$ cat src/rtl/mac_pkg.sv
// Shared token type and signed-arithmetic helpers for the pipelined MAC.
// Helpers work on a wide signed container and take the real width as an argument.
package mac_pkg;

    localparam int MAX_INW = 32;
    localparam int MAXW    = 128;

    // Operand-side values are stored sign-extended to the maximum supported widths.
    typedef struct packed {
        logic                        v;
        logic                        i;
        logic signed [2*MAX_INW-1:0] p;
        logic signed [MAX_INW-1:0]   iv;
    } tok_t;

    typedef struct packed {
        logic signed [MAXW-1:0] sum;
        logic                   ovf;
    } add_t;

    function automatic logic signed [MAXW-1:0] smax(input int w);
        return (MAXW'(1) << (w - 1)) - MAXW'(1);
    endfunction

    function automatic logic signed [MAXW-1:0] smin(input int w);
        return ~smax(w);
    endfunction

    // a and b must already be sign-extended from w bits; the wide sum is then exact.
    function automatic add_t sat_add(input logic signed [MAXW-1:0] a,
                                     input logic signed [MAXW-1:0] b,
                                     input int w,
                                     input logic sat);
        logic signed [MAXW-1:0] s;
        logic signed [MAXW-1:0] hi;
        logic signed [MAXW-1:0] lo;
        add_t r;
        s     = a + b;
        hi    = smax(w);
        lo    = smin(w);
        r.ovf = (s > hi) || (s < lo);
        if (r.ovf && sat)
            r.sum = s[MAXW-1] ? lo : hi;
        else
            r.sum = (s <<< (MAXW - w)) >>> (MAXW - w);
        return r;
    endfunction

endpackage

$ cat src/rtl/mac_pipe_mult_pipe.sv
// PIPE-deep signed multiplier with init/valid token shift register.
// PIPE=0 passes the freshly formed token straight through.
module mult_pipe
    import mac_pkg::*;
#(
    parameter int INW  = 16,
    parameter int PIPE = 2
) (
    input  logic                  clk,
    input  logic                  reset,
    input  logic signed [INW-1:0] input0,
    input  logic signed [INW-1:0] input1,
    input  logic signed [INW-1:0] init_value,
    input  logic                  init_acc,
    input  logic                  input_valid,
    output tok_t                  tok,
    output logic                  busy
);

    tok_t in_tok;

    // Init wins over a same-cycle operand pair.
    always_comb begin
        in_tok    = '0;
        in_tok.v  = input_valid & ~init_acc;
        in_tok.i  = init_acc;
        in_tok.p  = (2*MAX_INW)'(input0) * (2*MAX_INW)'(input1);
        in_tok.iv = MAX_INW'(init_value);
    end

    if (PIPE == 0) begin : g_comb
        assign tok  = in_tok;
        assign busy = 1'b0;
    end else begin : g_pipe
        tok_t stage [1:PIPE];

        always_ff @(posedge clk) begin
            if (reset) begin
                for (int s = 1; s <= PIPE; s++) stage[s] <= '0;
            end else begin
                stage[1] <= in_tok;
                for (int s = 2; s <= PIPE; s++) stage[s] <= stage[s-1];
            end
        end

        always_comb begin
            busy = 1'b0;
            for (int s = 1; s <= PIPE; s++) busy = busy | stage[s].v | stage[s].i;
        end

        assign tok = stage[PIPE];
    end

endmodule

$ cat src/rtl/mac_pipe.sv
// Pipelined signed multiply-accumulate with optional saturation, sticky overflow,
// saturating accumulate counter and pipeline-occupancy status.
module mac_pipe
    import mac_pkg::*;
#(
    parameter int INW  = 16,
    parameter int OUTW = 64,
    parameter int PIPE = 2,
    parameter int SAT  = 0,
    parameter int CNTW = 16
) (
    input  logic                   clk,
    input  logic                   reset,
    input  logic signed [INW-1:0]  input0,
    input  logic signed [INW-1:0]  input1,
    input  logic signed [INW-1:0]  init_value,
    input  logic                   init_acc,
    input  logic                   input_valid,
    output logic signed [OUTW-1:0] out,
    output logic                   out_valid,
    output logic                   ovf,
    output logic [CNTW-1:0]        acc_cnt,
    output logic                   busy
);

    if (OUTW < 2*INW || PIPE < 0 || PIPE > 4 || INW > MAX_INW || OUTW >= MAXW) begin : g_bad_params
        $error("mac_pipe: illegal parameter combination");
    end

    tok_t tok;
    add_t acc_next;

    mult_pipe #(.INW(INW), .PIPE(PIPE)) u_mult (
        .clk        (clk),
        .reset      (reset),
        .input0     (input0),
        .input1     (input1),
        .init_value (init_value),
        .init_acc   (init_acc),
        .input_valid(input_valid),
        .tok        (tok),
        .busy       (busy)
    );

    assign acc_next = sat_add(MAXW'(out), MAXW'($signed(tok.p)), OUTW, SAT != 0);

    always_ff @(posedge clk) begin
        if (reset) begin
            out       <= '0;
            out_valid <= 1'b0;
            ovf       <= 1'b0;
            acc_cnt   <= '0;
        end else begin
            out_valid <= tok.v;
            if (tok.i) begin
                out     <= OUTW'($signed(tok.iv));
                acc_cnt <= '0;
                ovf     <= 1'b0;
            end else if (tok.v) begin
                out <= OUTW'(acc_next.sum);
                if (acc_next.ovf) ovf <= 1'b1;
                if (acc_cnt != {CNTW{1'b1}}) acc_cnt <= acc_cnt + CNTW'(1);
            end
        end
    end

endmodule

$ cat config.mk
export PLATFORM = sky130hd
export DESIGN_NAME = mac_pipe
export DESIGN_NICKNAME = d
export VERILOG_FILES = /design/src/rtl/mac_pkg.sv /design/src/rtl/mac_pipe_mult_pipe.sv /design/src/rtl/mac_pipe.sv
export SDC_FILE = /design/constraint.sdc
export NUM_CORES = 1
export LEC_CHECK = 0
export CAP_MARGIN = 25
export CELL_PAD_IN_SITES_DETAIL_PLACEMENT = 2
export CELL_PAD_IN_SITES_GLOBAL_PLACEMENT = 2
export CORE_MARGIN = 4
export CORE_UTILIZATION = 28
export DETAILED_ROUTE_END_ITERATION = 10
export GPL_TIMING_DRIVEN = 0
export PLACE_DENSITY_LB_ADDON = 0.1
export SYNTH_ARGS = -nofsm -noshare
export SYNTH_HDL_FRONTEND = slang
export SYNTH_HIERARCHICAL = 1
export SYNTH_SLANG_ARGS = --single-unit
$ cat constraint.sdc
create_clock -name clk -period 9.4 [get_ports clk]
set_input_delay 0.94 -clock clk [delete_from_list [all_inputs] [get_ports clk]]
set_output_delay 0.94 -clock clk [all_outputs]
set_load 0.005 [all_outputs]
# --- Word-level counts from Yosys, hierarchy flattened ---
# Memories as Yosys holds them, arrays and structs flattened.
# Cells that the tools add are included.
totals:
  regBits: 82
  mem_bits_rw: 196
  inputBits: 52
  output_inout_bits: 83
  n_memories: 1
classes:
  n_addsub: 2
  multipliers: 1
  n_lt_le_gt_ge: 2
  eq_ne: 1
  mux: 7
  n_bitwise: 7
  reduce_logical: 5
memory_table:
  columns: ["memory", "words", "width", "rd", "rd_ports_with_merged_regs", "wr", "line", "rtl"]
  rows:
  - ["u_mult.g_pipe.stage", 2, 98, 2, 0, 2, "mac_pipe_mult_pipe.sv:35", "tok_t stage [1:PIPE];"]
op_table:
  columns: ["cell", "n"]
  rows:
  - ["$mux W98", 2]
  - ["$mux W64", 2]
  - ["$add A64 B64 Y65", 1]
  - ["$gt A65 B64 Y1 const B", 1]
  - ["$lt A65 B64 Y1 const B", 1]
  - ["$mul A16 B16 Y32", 1]
  - ["$add A16 B1 Y16 const B", 1]
  - ["$ne A16 B16 Y1 const B", 1]
  - ["$or A1 B1 Y1", 5]
  - ["$reduce_and A2 Y1", 2]
  - ["$mux W1", 3]
  - ["$reduce_bool A2 Y1", 1]
  - ["$reduce_or A2 Y1", 1]
  - ["$and A1 B1 Y1", 1]
  - ["$logic_or A1 B1 Y1", 1]
  - ["$not A1 Y1", 1]

# --- Depth between registers and ports, before layout ---
# Gate-level depths: netlist of the first run.
depth:
  word_depth: 4
  ltp_mapped: 23

# --- By module ---
# The synthesis of the first run kept the hierarchy.
modules_own_cells:
  columns: ["module", "n_inst", "cells_per_inst", "area_each_um2", "seq_area_each_um2"]
  rows:
  - ["mult_pipe", 1, 1441, 13342.8, 2001.9]
  - ["mac_pipe", 1, 1004, 7384.6, 1641.6]

# --- Worst setup path after synthesis of the first run ---
# OpenSTA, ideal clock, no wires.
synth_timing:
  path_kind: "input to register"
  startpoint: "input input0[15]"
  endpoint: "memory u_mult/g_pipe.stage[1][62] (netlist name)"
  t_arrival_ns: 6.670
  setup_slack_ns: 2.602
  cell_stages: 18
  n_path_buf: 1
  path_cell_list: "clkbuf_1 > nand2_1 > fa_1 > inv_1 > fa_1 > inv_1 > fa_1 > fa_1 > fa_1 > fa_1 > inv_1 > ha_1 > and3_1 > a31o_2 > or2_2 > a31oi_1 > mux2i_1 > nand4_1"
synth_rtl:
  columns: ["element", "line", "rtl"]
  rows:
  - ["from (decl)", "mac_pipe.sv:14", "input logic signed [INW-1:0] input0,"]
  - ["to (decl)", "mac_pipe_mult_pipe.sv:35", null]

==> flow_summary.yaml, run 1 <==
logic_synthesis:
  seq_area_frac_synth: 0.176
  synth_edf_count: 0
  syn-num-nets: 2907
  synth_commonest_cells: "inv_1 (361), fa_1 (263), nand2_1 (210), dfxtp_1 (182), nor2_1 (169)"
  yosys_most_used_dff: "dfxtp_1"
  netlist_area_mm2: 0.0207
  synth.avg_cell_area_um2: 8.48
  synth_area_leaders: "fa_1 (25%), dfxtp_1 (18%), ha_1 (8.9%), inv_1 (6.5%), a21oi_1 (4.0%)"
  async_flop_share: 0
  yosysWarnings: 6
  synth-seq-cells: 182
  synth_cell_types: 84
  synth_top_area_cell: "fa_1"
  synth_top_cell_area_share: 0.254
  yosysMostFrequentCell: "inv_1"
  synthCells: 2445
worst_setup_path:
  max_stage_delay_ps: 940
  crit_path_cell_trace: "clkdlybuf4s50_1 > clkbuf_1 > nand2_1 > fa_1 > inv_1 > fa_1 > inv_1 > fa_1 > fa_1 > fa_1 > fa_1 > inv_1 > ha_1 > and3_1 > and2_1 > clkbuf_1 > nand2_1 > a2111oi_1 > o21a_1 > nor3_1"
  cp-start-kind: "input pin"
  cp_top_family: "adder cells"
  required_ps: 9710
  critPathSlowestCell: "fa_1"
  path_max_fanout: 10
  critical_path_class: "input pin to flop"
  crit_buf_inv: 6
  worst_setup_path_end_kind: "flop"
  cpMostUsedCell: "fa_1"
  arrival_ps: 8320
pwr:
  powerDensity_mw_per_mm2: 423
  peakVddDrop_uv: 317
  p_leak_nw: 10.7
timing:
  slew_viol_final: 0
  maxSlewHeadroom: 0.356
  rsz0062_at_grt: "false"
  setup_viol: 0
  clock-skew-final_ps: 22.9
  finalSetupTns_ps: 0
  worst_slew_pin_slew_ps: 965
  period_share: 0.852
  min_period_ps: 8010
  max_freq_mhz: 125
  hold_slack_ps: 442
  hold_violations: 0
cells_and_area:
  diodes: 0
  finalCoreUtilization: 0.326
  area_growth_pct: 15.3
  drive_gt1_frac: 0.0544
  layout.nets: 3059
  fillCellCount: 8277
cts:
  h-tree-depth: 4
  clkLatencyLatePin_ps: 460
  cts_tree: "built"
  cts-root-buf: "clkbuf_16"
  clkSlewWorstSetupHoldPaths_ps: 90
  numCtsBuffers: 17
  cts_setup_buffers: 0
  clock_sinks: 182
  clockBufferDepth: 2
  cts_hold_buf: 0
  cts_resized: 0
floorplanning:
  rows: 99
  initial_core_util: 0.283
  io_pins: 135
  die_area_mm2: 0.0784
  fp.coreArea_mm2: 0.0732
  die_x_um: 280
  die_height_um: 280
detailed_routing:
  drt_iter0_markers: 508
  antenna_left: 0
  wl_mm: 73.9
  routedWlPerCell_um: 20.7
  drc: 0
  num_vias: 17100
  vias_per_cell: 4.80
  firstDrtPassIters: 5
global_routing:
  grt_pass1_vias: 19700
  grt_max_degree: 34
  antenna_found_initial: 0
  grt_use_total: 0.189
  grt.overflow.total: 0
  grt_pass1_wl_mm: 116
worst_hold_path:
  hold_class: "flop to flop"
run_status:
  outcome: "finished clean"
placed_design:
  post-dp-hpwl_mm: 62.4
  portBuffers: 133
  routabilityCongestion: 0.874
job:
  maxCapViolCount: 0
## final timing paths
path         slack [ps]                  startpoint                    endpoint  cells past startpoint
min reg2reg         440   u_mult/g_pipe.stage[1][8]   u_mult/g_pipe.stage[2][8]                      1
min                 440   u_mult/g_pipe.stage[1][8]   u_mult/g_pipe.stage[2][8]                      1
max                1390                   input1[4]  u_mult/g_pipe.stage[1][61]                     20
max reg2reg        5520  u_mult/g_pipe.stage[2][95]                         ovf                     13
## final cells by class
class | instances | area (um^2) | area share
buffer | 169 | 843 | 0.0353
clock buffer | 17 | 425 | 0.0178
clock inverter | 15 | 209 | 0.00874
multi-input combinational | 1732 | 14900 | 0.623
sequential | 182 | 3640 | 0.153
timing repair buffer | 133 | 1330 | 0.0557
inverter | 362 | 1360 | 0.0569
tap | 959 | 1200 | 0.0502
## cell usage in the layout (no fill, tap or decap), types with 6 or more instances in the layout
cell	n
and2_1	126
nor3_1	36
and3_1	11
dfxtp_1	181
a221oi_1	11
nor3b_1	7
clkbuf_16	17
o31ai_1	10
xor2_1	27
buf_2	14
o211ai_1	9
or3_1	12
o21ai_0	66
o21a_1	16
nor2b_1	93
buf_4	49
a21oi_1	166
a211oi_1	18
nand2_1	210
o21bai_1	16
a21oi_2	6
ha_1	147
mux2i_1	16
a31oi_1	13
nand4b_1	6
fa_1	263
clkdlybuf4s50_1	133
a21o_1	52
buf_1	7
clkbuf_1	98
inv_1	361
nor2_1	169
nand2b_1	15
xnor2_1	64
nand3_1	31
nand4_1	28
## cell families after synthesis
logic type	share of synthesized area
AND/OR/NAND/NOR	0.186
AO/OA/AOI/OAI	0.140
XOR/XNOR	0.0385
adder cells (fa/ha/maj)	0.343
buffers and inverters	0.106
multiplexers	0.0104
flip-flops	0.176
## worst register-to-register path, cell delays in order (launching register included)
cell	delay (ps)
dfxtp_2	850
buf_4	240
ha_1	210
clkbuf_1	190
a21o_1	250
a21o_1	190
a21o_1	170
a2111oi_0	500
o22a_1	230
o21ai_4	120
a21oi_2	310
o41ai_4	140
xnor2_1	280
o31ai_2	80
## routing by layer
metal | up-vias | track usage | wire length [um]
li1 | 8123 | - | -
met1 | 8784 | 0.235 | 33100
met2 | 187 | 0.360 | 38400
met3 | 42 | 0.0137 | 1220
met4 | 0 | 0.0381 | 1160
met5 | - | 0 | 0
## state kept, by name, indices dropped and copies added (netlist names)
register and flops:
acc_cnt 16, u_mult/g_pipe.stage 100, ovf 1, out 64, out_valid 1
## report_power, final
part	total (mW)	switching, mW	internal [mW]	leakage (nW)
clock network	0.780	0.407	0.372	0.306
logic	8.33	4.94	3.40	8.93
registers	0.989	0.0573	0.932	1.50
total	10.1	5.40	4.70	10.7
## per-stage QoR
stage                     total power [mW]  instances  worst slack [ps]  area, um^2
after detailed placement              9.42       3537               930       23300
after CTS                             10.3       3569              1420       23900
after global placement                9.14       3537              1040       23300
final                                 10.1       3569              1390       23900
after floorplan                       7.21       2445              2600       20700
after global routing                  11.4       3569               950       23900
(Power assumes the default switching activity.)
==> inputs of run 2 (changes only) <==
Settings changed: CORE_MARGIN 4 to 3.
==> flow_summary.yaml, run 2 (synthesis results as in run 1) <==
run_status:
  outcome: "finished clean"
worst_setup_path:
  reg2regPathDepth: 13
  worst_setup_path_end_kind: "flop"
  required_ps: 9730
  path_max_fanout: 10
  arrival_ps: 8240
  cp-start-kind: "input pin"
  critical_path_class: "input pin to flop"
detailed_routing:
  num_vias: 17100
  routedWlPerCell_um: 20.6
  drc: 0
  drt_iter0_markers: 487
  vias_per_cell: 4.80
  firstDrtPassIters: 5
  antenna_left: 0
  wl_mm: 73.5
floorplanning:
  die_x_um: 278
  initial_core_util: 0.284
  rows: 99
  die_height_um: 278
  io_pins: 135
  fp.coreArea_mm2: 0.0731
  die_area_mm2: 0.0773
cells_and_area:
  multi_input_area_mm2: 0.0149
  layout.nets: 3059
  area_growth_pct: 15.4
  drive_gt1_frac: 0.0544
  final_common_cell: "inv_1"
  final-seq-area_mm2: 0.00364
  largest_register: "u_mult/g_pipe.stage"
  largest_reg_flops: 100
  final_cell_mix: "inv_1 (361), fa_1 (263), nand2_1 (210)"
  largestRegisters: "u_mult/g_pipe.stage (100), out (64), acc_cnt (16)"
  instances_no_fill: 3570
  fillCellCount: 8304
global_routing:
  grt.overflow.total: 0
  grt_max_degree: 34
  grt_use_total: 0.192
  grt_pass1_wl_mm: 116
  grt_pass1_vias: 19600
  antenna_found_initial: 1
pwr:
  p_sw_frac: 0.532
  p_leak_nw: 10.7
  clkPwrFrac: 0.078
  p_switching_mw: 5.35
  p_comb_frac: 0.824
  powerDensity_mw_per_mm2: 420
  p_int_mw: 4.71
  peakVddDrop_uv: 343
  p_seq_frac: 0.098
worst_hold_path:
  hold_depth: 1
  hold_class: "flop to flop"
timing:
  maxSlewHeadroom: 0.394
  worst_slew_pin_slew_ps: 909
  period_share: 0.842
  max_freq_mhz: 126
  finalSetupTns_ps: 0
  setup_viol: 0
  min_period_ps: 7910
  rsz0062_at_grt: "false"
  slew_viol_final: 0
  clock-skew-final_ps: 26.5
  hold_violations: 0
cts:
  cts_resized: 0
  clockBufferDepth: 2
  cts_hold_buf: 0
  cts_tree: "built"
  clock_sinks: 182
  h-tree-depth: 4
  cts_setup_buffers: 0
  cts-root-buf: "clkbuf_16"
  clkSlewWorstSetupHoldPaths_ps: 80
  numCtsBuffers: 17
  clkLatencyLatePin_ps: 460
job:
  maxCapViolCount: 0
placed_design:
  routabilityCongestion: 0.863
  post-dp-hpwl_mm: 62.6
  portBuffers: 133
  place_inst: 3537
-- run 2: worst max-delay path, stage by stage --
cell and delay (ps):
clkdlybuf4s50_1 770, clkbuf_1 500, nand2_1 200, fa_1 620, inv_1 70, fa_1 950, inv_1 140, fa_1 540
fa_1 440, fa_1 520, fa_1 540, inv_1 40, ha_1 370, and3_1 270, a31o_2 280, or2_2 350
a31oi_1 330, mux2i_1 260, nand4_1 90
-- run 2: worst paths after layout --
kind / from / endpoint / slack, ps
setup reg to reg: u_mult/g_pipe.stage[2][95] / out[61] / 5430
hold / removal: u_mult/g_pipe.stage[1][44] / u_mult/g_pipe.stage[2][44] / 440
setup / recovery: input1[4] / u_mult/g_pipe.stage[1][62] / 1490
hold reg to reg: u_mult/g_pipe.stage[1][44] / u_mult/g_pipe.stage[2][44] / 440
-- run 2: layer usage --
metal	up-vias	wire [um]	GRT usage
li1	8129	-	-
met1	8758	32600	0.236
met2	183	38400	0.363
met3	49	1050	0.0147
met4	2	1440	0.0447
met5	-	17	0
-- run 2: cell type report --
class | instances | share of cell area
multi-input combinational | 1732 | 0.622
sequential | 182 | 0.152
inverter | 362 | 0.0568
timing repair buffer | 133 | 0.0557
tap | 959 | 0.0502
buffer | 169 | 0.0353
clock buffer | 17 | 0.0178
clock inverter | 15 | 0.00947
antenna | 1 | 0.000105
-- run 2: metrics by stage --
step / power (mW) / utilization / area, um^2 / setup WS [ps] / hold WS (ps)
detailed placement: 9.43 / 0.318 / 23300 / 926 / 425
floorplan: 7.21 / - / 20700 / 2600 / 414
finish: 10.1 / 0.327 / 23900 / 1490 / 442
global placement: 9.14 / 0.318 / 23300 / 1070 / 417
CTS: 10.3 / 0.327 / 23900 / 1450 / 445
global route: 11.4 / 0.327 / 23900 / 1090 / 453
-- run 2: power groups by stage --
| stage | logic, mW | registers, mW | clock network [mW] |
|---|---|---|---|
| after floorplan | 6.23 | 0.979 | 0 |
| after global placement | 8.14 | 1.01 | 0 |
| after detailed placement | 8.42 | 1.01 | 0 |
| after CTS | 8.48 | 0.991 | 0.813 |
| after global routing | 9.51 | 1.00 | 0.845 |
| final | 8.28 | 0.987 | 0.782 |
